--- config.mk ---
export PLATFORM = sky130hd
export DESIGN_NAME = if_fetch_ctrl
export DESIGN_NICKNAME = d
export VERILOG_FILES = /design/src/rtl/if_pkg.sv /design/src/rtl/if_prefetch_fifo.sv /design/src/rtl/if_fetch_ctrl.sv
export SDC_FILE = /design/constraint.sdc
export NUM_CORES = 1
export LEC_CHECK = 0
export ABC_AREA = 1
export CORE_ASPECT_RATIO = 1.1
export CORE_MARGIN = 5
export CORE_UTILIZATION = 40
export CTS_CLUSTER_DIAMETER = 100
export DETAILED_ROUTE_END_ITERATION = 10
export PLACE_DENSITY = 0.65
export SLEW_MARGIN = 20
export SYNTH_ARGS = -nofsm -noshare
export SYNTH_HDL_FRONTEND = slang
export SYNTH_HIERARCHICAL = 1
export SYNTH_SLANG_ARGS = --single-unit
--- constraint.sdc ---
create_clock -name clk -period 12.5 [get_ports clk]
set_input_delay 2.5 -clock clk [delete_from_list [all_inputs] [get_ports clk]]
set_output_delay 2.5 -clock clk [all_outputs]
set_load 0.05 [all_outputs]
--- src/rtl/if_pkg.sv ---
// Shared types and constants for the instruction-fetch unit.
package if_pkg;

  typedef enum logic {
    FETCH  = 1'b0,
    HALTED = 1'b1
  } state_e;

  localparam logic [31:0] PC_INC        = 32'd4;
  localparam logic [31:0] HALT_WORD_DEF = 32'hFFFF_FFFF;

  typedef struct packed {
    logic [31:0] pc;
    logic [31:0] instr;
  } qent_t;

endpackage

--- src/rtl/if_prefetch_fifo.sv ---
// Circular prefetch queue holding {pc, instr} entries.
module if_prefetch_fifo
  import if_pkg::*;
#(
  parameter int DEPTH = 2
) (
  input  logic                    clk,
  input  logic                    rst,
  input  logic                    flush,
  input  logic                    push,
  input  logic                    pop,
  input  qent_t                   din,
  output qent_t                   dout,
  output logic                    full,
  output logic                    empty,
  output logic [$clog2(DEPTH):0]  count
);

  localparam int AW = $clog2(DEPTH);
  localparam int CW = AW + 1;

  qent_t         mem [DEPTH];
  logic [AW-1:0] head;
  logic [AW-1:0] tail;
  logic [CW-1:0] cnt;

  always_ff @(posedge clk or posedge rst) begin
    if (rst) begin
      head <= '0;
      tail <= '0;
      cnt  <= '0;
    end else if (flush) begin
      head <= '0;
      tail <= '0;
      cnt  <= '0;
    end else begin
      if (push) tail <= tail + AW'(1);
      if (pop)  head <= head + AW'(1);
      unique case ({push, pop})
        2'b10:   cnt <= cnt + CW'(1);
        2'b01:   cnt <= cnt - CW'(1);
        default: cnt <= cnt;
      endcase
    end
  end

  // Storage needs no reset; the count gates visibility.
  always_ff @(posedge clk) begin
    if (push && !flush) mem[tail] <= din;
  end

  assign dout  = mem[head];
  assign full  = (cnt == CW'(DEPTH));
  assign empty = (cnt == '0);
  assign count = cnt;

endmodule

--- src/rtl/if_fetch_ctrl.sv ---
// IF-stage fetch controller: PC, halt/redirect FSM, prefetch queue.
module if_fetch_ctrl
  import if_pkg::*;
#(
  parameter logic [31:0] RESET_PC  = 32'h0000_0000,
  parameter int          DEPTH     = 2,
  parameter logic [31:0] HALT_WORD = HALT_WORD_DEF
) (
  input  logic        clk,
  input  logic        rst,
  output logic [31:0] imem_addr,
  input  logic [31:0] imem_rdata,
  output logic        out_valid,
  input  logic        out_ready,
  output logic [31:0] out_instr,
  output logic [31:0] out_pc,
  output logic [31:0] out_pc4,
  input  logic        redirect_valid,
  input  logic [31:0] redirect_pc,
  output logic        halted,
  output logic        fault,
  output logic [31:0] fetch_count
);

  state_e      state_q;
  state_e      state_d;
  logic [31:0] pc_q;
  logic        fault_q;
  logic [31:0] cnt_q;

  logic        push;
  logic        pop;
  logic        full;
  logic        empty;
  logic        misaligned;
  logic        halt_push;
  qent_t       head;
  qent_t       din;
  logic [$clog2(DEPTH):0] unused_qcount;

  assign misaligned = (redirect_pc[1:0] != 2'b00);
  assign pop        = out_valid && out_ready;
  assign push       = (state_q == FETCH) && !redirect_valid
                      && (!full || pop);
  assign halt_push  = push && (imem_rdata == HALT_WORD);
  assign din        = '{pc: pc_q, instr: imem_rdata};

  if_prefetch_fifo #(.DEPTH(DEPTH)) u_fifo (
    .clk   (clk),
    .rst   (rst),
    .flush (redirect_valid),
    .push  (push),
    .pop   (pop),
    .din   (din),
    .dout  (head),
    .full  (full),
    .empty (empty),
    .count (unused_qcount)
  );

  always_comb begin
    state_d = state_q;
    unique case (1'b1)
      redirect_valid: state_d = misaligned ? HALTED : FETCH;
      halt_push:      state_d = HALTED;
      default:        state_d = state_q;
    endcase
  end

  always_ff @(posedge clk or posedge rst) begin
    if (rst) state_q <= FETCH;
    else     state_q <= state_d;
  end

  always_ff @(posedge clk or posedge rst) begin
    if (rst) begin
      pc_q    <= RESET_PC;
      fault_q <= 1'b0;
      cnt_q   <= '0;
    end else begin
      if (redirect_valid) begin
        if (misaligned) fault_q <= 1'b1;
        else            pc_q    <= redirect_pc;
      end else if (push) begin
        pc_q <= pc_q + PC_INC;
      end
      if (push) cnt_q <= cnt_q + 32'd1;
    end
  end

  assign imem_addr   = pc_q;
  assign out_valid   = !empty;
  assign out_instr   = out_valid ? head.instr : '0;
  assign out_pc      = out_valid ? head.pc : '0;
  assign out_pc4     = out_valid ? head.pc + PC_INC : '0;
  assign halted      = (state_q == HALTED);
  assign fault       = fault_q;
  assign fetch_count = cnt_q;

endmodule
==> results.toml, run 1 <==
[placed_design]
dp_cells = 1865
gp_congestion = 0.855
hpwl_um = 22000
port_buffers = 230
dpl_cell_area_um2 = 13500

[floorplan]
io-pin-count = 231
die_area_um2 = 30700
die_height_um = 183
rows = 63
core_region_area_um2 = 27000
die_w_um = 168
start_util_pct = 40.5

[synth]
ys_seq_area_share_pct = 51.2
yosys_most_used_dff = "edfxtp_1"
postSynthAreaPerCell_um2 = 8.36
synth_edf_count = 128
synth-seq-cells = 198
synth_area_um2 = 10900
synth_top_area_share_pct = 35.2
yosysTopAreaCell = "edfxtp_1"
synth_warnings = 6
syn_nets = 1378
ys_types = 34
synthCells = 1307
ys_async_sr_fraction_pct = 35.4
synth_area_leaders = "edfxtp_1, dfrtp_1, nand2_1"

[worst_setup_path]
critical_path.slowest_cell = "dfrtp_4"
arrival_ns = 4.05
cp-start-kind = "flop"
path_cells = "mux2_4 -> nand3_2 -> nor2_1 -> nand2_1 -> nor2_1 -> nand2_1 -> nand2_1 -> inv_1 -> nor2_1 -> clkdlybuf4s50_1"
worstReg2RegStart = "u_fifo/count[0]"
cpPeakStageDelay_ns = 1.10
required_ns = 10.00
critPathMaxFanout = 66
path_class = "flop to output pin"
cp_top_family = "simple AND/OR/NAND/NOR gates"
end_kind = "output pin"
startpoint = "u_fifo/head"
path_buf_inv = 2

[timing]
period_minus_slack_ns = 6.55
tns_ns = 0
setup_viol = 0
grt_setup_unrepaired = "no"
hold_viol = 0
period_share_pct = 52.4
drv_slew = 0
max_slew_margin_pct = 25.8
clock.fmax_ghz = 0.153
finClkSkew_ns = 0.0145
tightestPinTransition_ns = 1.11

[detailed_routing]
drt-initial-drc-count = 540
ant_nets = 0
via_per_inst = 4.81
first_pass_iters = 5
num_vias = 9124
wl_per_cell_um = 15.6
totalWireLength_um = 29600
drc = 0

[clock_tree]
clkSinkCount = 198
clk_latency_ns = 0.44
cts_repair_resize_count = 0
clockBufferDepth = 2
cts_root_buf = "clkbuf_16"
cts_tree = "built"
cts_setup_buffers = 0
cts_made_buffers = 17
htreeDepth = 4
cts_hold_buf = 0
clk_pin_slew_worst_paths_ns = 0.08

[grt]
grt_pass1_wl_um = 47700
gr-total-overflow = 0
grt_usage_pct = 19.2
antenna_found_initial = 0
grt_max_degree = 85
grt_pass1_vias = 8957

[final_layout]
areaGrowthSynthToFinish_pct = 29.4
final_cell_mix = "nand2_1, nor2_1, clkdlybuf4s50_1"
ff_latch_area_um2 = 5600
final_cell_area_um2 = 14100
multi_input_comb_area_um2 = 4540
nNetsFinal = 1598
antenna_cells = 0
final_common_cell = "nand2_1"
n_fill_cell = 2526
fin_cells = 1897
drive_gt1_share_pct = 8.05

[power]
switching_share_pct = 47.4
p_leak_nw = 5.83
internal_power_w = 0.00149
comb_power_share_pct = 47.6
pwr-share-seq_pct = 33.1
power_density_nw_per_um2 = 200
peakVddDrop_v = 0.000121
power_frac_clock_pct = 19.3
p_sw_w = 0.00134

[flow_run]
cap_violations = 0

[worst_hold_path]
hp-start = "fault"
hold_path.class = "flop to flop"

[status]
outcome = "finished, final reports clean"
==> power groups by stage <==
stage | clock [W] | combinational, W | sequential, W
final | 0.000548 | 0.00135 | 0.000938
after global routing | 0.000587 | 0.00143 | 0.000953
after CTS | 0.000560 | 0.00136 | 0.000938
after detailed placement | 0 | 0.00136 | 0.000951
after global placement | 0 | 0.00135 | 0.000948
after floorplan | 0 | 0.000756 | 0.00107
==> routing by layer <==
| layer | GRT usage [%] | wire length [um] | up-vias |
|---|---|---|---|
| met1 | 26.7 | 13800 | 4220 |
| met4 | 4.68 | 401 | 0 |
| li1 | - | - | 4615 |
| met5 | 0 | 0 | - |
| met3 | 3.58 | 1590 | 26 |
| met2 | 31.3 | 13800 | 263 |
==> sequential cells by signal, indices dropped and copies added (netlist names) <==
register	count
u_fifo/mem	128
halted	1
u_fifo/tail	1
fetch_count	32
u_fifo/head	1
imem_addr	32
u_fifo/count	2
fault	1
==> logic make-up (layout without fill, tap and decap cells) <==
group | after synthesis | in the layout | synth area share, %
AO/OA/AOI/OAI | 76 | 76 | 3.63
XOR/XNOR | 21 | 21 | 1.68
adder cells (fa/ha/maj) | 3 | 3 | 0.343
buffers and inverters | 199 | 432 | 7.50
flip-flops | 198 | 198 | 51.2
multiplexers | 64 | 64 | 7.90
AND/OR/NAND/NOR | 746 | 746 | 27.8
==> Yosys cell counts (6+ instances only) <==
cell,n
buf_6,7
nand3_1,58
clkbuf_1,13
mux2_2,26
nor2_1,255
nand2_1,372
mux2_4,38
xnor2_1,9
dfrtp_1,70
buf_2,10
inv_1,163
o21ai_0,42
nand4_1,18
nor2_2,6
nand3b_1,6
a21oi_1,24
xor2_1,12
nor3_1,20
edfxtp_1,128
==> path summary, 6_finish.rpt <==
path | slack [ns] | to | cells past startpoint
hold / removal | 0.48 | fault | 1
hold reg to reg | 0.48 | fault | 1
setup / recovery | 5.95 | out_pc4[19] | 10
setup reg to reg | 8.78 | u_fifo/mem[0][34] | 8
max in group asynchronous | 9.22 | imem_addr[6] | 3
min in group asynchronous | 2.29 | u_fifo/count[1] | 2
==> cell type report <==
type	instances	area share [%]
Tap cell	357	3.16
Sequential cell	198	39.6
Clock inverter	15	1.21
Timing Repair Buffer	236	16.6
Clock buffer	17	3.01
Multi-Input combinational cell	910	32.1
Inverter	164	4.35
==> metrics by stage <==
step / hold WS, ns / power [W] / util [%] / setup WS (ns)
6_report: 0.482 / 0.00283 / 52.5 / 5.95
5_1_grt: 0.543 / 0.00297 / 52.5 / 5.69
4_1_cts: 0.494 / 0.00286 / 52.5 / 5.90
3_5_place_dp: 0.464 / 0.00231 / 50.2 / 6.40
3_3_place_gp: 0.466 / 0.00230 / 50.2 / 6.39
2_1_floorplan: 0.481 / 0.00183 / - / 6.04
(Power assumes the default switching activity.)
==> run 2, diff against run 1 <==
Clock period 12.5 ns to 6.41 ns, I/O delays scaled along.
==> results.toml, run 2 (synthesized netlist as in run 1, its figures left out) <==
[worst_setup_path]
startpoint = "u_fifo/head"
cp.depth = 10
endpoint = "out_pc4[19]"
critical_path.slowest_cell = "dfrtp_4"
worstReg2RegStart = "u_fifo/count[0]"
path_class = "flop to output pin"
arrival_ns = 4.17
required_ns = 5.13
r2r-end = "imem_addr[16]"
critPathMaxFanout = 66
cp-start-kind = "flop"
cpPeakStageDelay_ns = 1.10
cp_top_family = "simple AND/OR/NAND/NOR gates"
path_cells = "mux2_4 -> nand3_2 -> nor2_1 -> nand2_1 -> nor2_1 -> nand2_1 -> nand2_1 -> inv_1 -> nor2_1 -> clkdlybuf4s50_1"
reg2reg_slack_ns = 3.04
reg2reg_depth = 10
path_buf_inv = 2
end_kind = "output pin"

[flow_run]
cap_violations = 0

[clock_tree]
cts_repair_resize_count = 0
cts_hold_buf = 0
htreeDepth = 4
cts_root_buf = "clkbuf_16"
cts_tree = "built"
clkSinkCount = 198
clk_latency_ns = 0.44
cts_made_buffers = 17
cts_setup_buffers = 0
clk_pin_slew_worst_paths_ns = 0.08
clockBufferDepth = 2

[timing]
period_minus_slack_ns = 5.45
finClkSkew_ns = 0.0200
grt_setup_unrepaired = "no"
holdWs_ns = 0.480
max_slew_margin_pct = 25.6
period_share_pct = 85.0
setup_viol = 0
tightestPinTransition_ns = 1.12
drv_slew = 0
tns_ns = 0
hold_viol = 0
clock.fmax_ghz = 0.183

[final_layout]
n_fill_cell = 2581
final_common_cell = "nand2_1"
nNetsFinal = 1600
ff_latch_area_um2 = 5600
multi_input_comb_area_um2 = 4540
final_core_util_pct = 52.6
antenna_cells = 0
largest-register = "u_fifo/mem"
areaGrowthSynthToFinish_pct = 29.8
drive_gt1_share_pct = 8.17
largest_reg_flops = 128
final_cell_mix = "nand2_1, nor2_1, clkdlybuf4s50_1"

[placed_design]
hpwl_um = 22400
port_buffers = 230
gp_congestion = 0.883

[floorplan]
io-pin-count = 231
rows = 63
core_region_area_um2 = 27000
start_util_pct = 40.5
die_height_um = 183
die_w_um = 168
die_area_um2 = 30700

[detailed_routing]
first_pass_iters = 4
drc = 0
via_per_inst = 4.83
num_vias = 9179
ant_nets = 0
drt-initial-drc-count = 530
totalWireLength_um = 30000
wl_per_cell_um = 15.8

[grt]
grt_pass1_vias = 8929
gr-total-overflow = 0
grt_usage_pct = 19.3
grt_pass1_wl_um = 47700
grt_max_degree = 67
antenna_found_initial = 0

[power]
peakVddDrop_v = 0.000261
p_sw_w = 0.00263
total_power_w = 0.00555
comb_power_share_pct = 47.6
power_frac_clock_pct = 19.5
p_leak_nw = 5.84
power_density_nw_per_um2 = 391
pwr-share-seq_pct = 32.9
switching_share_pct = 47.4
internal_power_w = 0.00292

[worst_hold_path]
hold_path.class = "flop to flop"
hp-start = "fault"

[status]
outcome = "finished, final reports clean"
[run 2: power by group through the flow]
stage | Sequential, W | Clock [W] | Combinational (W)
after floorplan | 0.00210 | 0 | 0.00147
after global placement | 0.00185 | 0 | 0.00265
after detailed placement | 0.00185 | 0 | 0.00266
after CTS | 0.00183 | 0.00111 | 0.00267
after global routing | 0.00186 | 0.00116 | 0.00281
final | 0.00183 | 0.00108 | 0.00264
[run 2: final cells by class]
class	count	share of cell area [%]
Clock buffer	17	3.00
Sequential cell	198	39.5
Clock inverter	15	1.34
Multi-Input combinational cell	910	32.0
Tap cell	357	3.15
Inverter	164	4.34
Timing Repair Buffer	238	16.7
[run 2: per-stage QoR]
step                      std cells  worst slack (ns)  instance area, um^2
after floorplan                1307              1.16                10900
after global placement         1867              1.47                13600
after detailed placement       1867              1.52                13600
after CTS                      1899              1.02                14200
after global routing           1899             0.831                14200
final                          1899             0.960                14200
[run 2: worst min-delay path by stage]
stage | slack, ns | cells after the start | end
detailed placement | 0.46 | 1 | fault
floorplan | 0.48 | 1 | u_fifo/tail
global route | 0.53 | 1 | fault
global placement | 0.46 | 1 | fault
CTS | 0.49 | 1 | fault
finish | 0.48 | 1 | fault
[run 2: routing by layer]
| layer | global-route usage [%] | up-vias | share of wire, % |
|---|---|---|---|
| li1 | - | 4622 | - |
| met2 | 32.0 | 268 | 48 |
| met4 | 4.61 | 0 | 1.3 |
| met1 | 25.9 | 4261 | 45 |
| met5 | 0 | - | 0 |
| met3 | 4.35 | 28 | 6.0 |
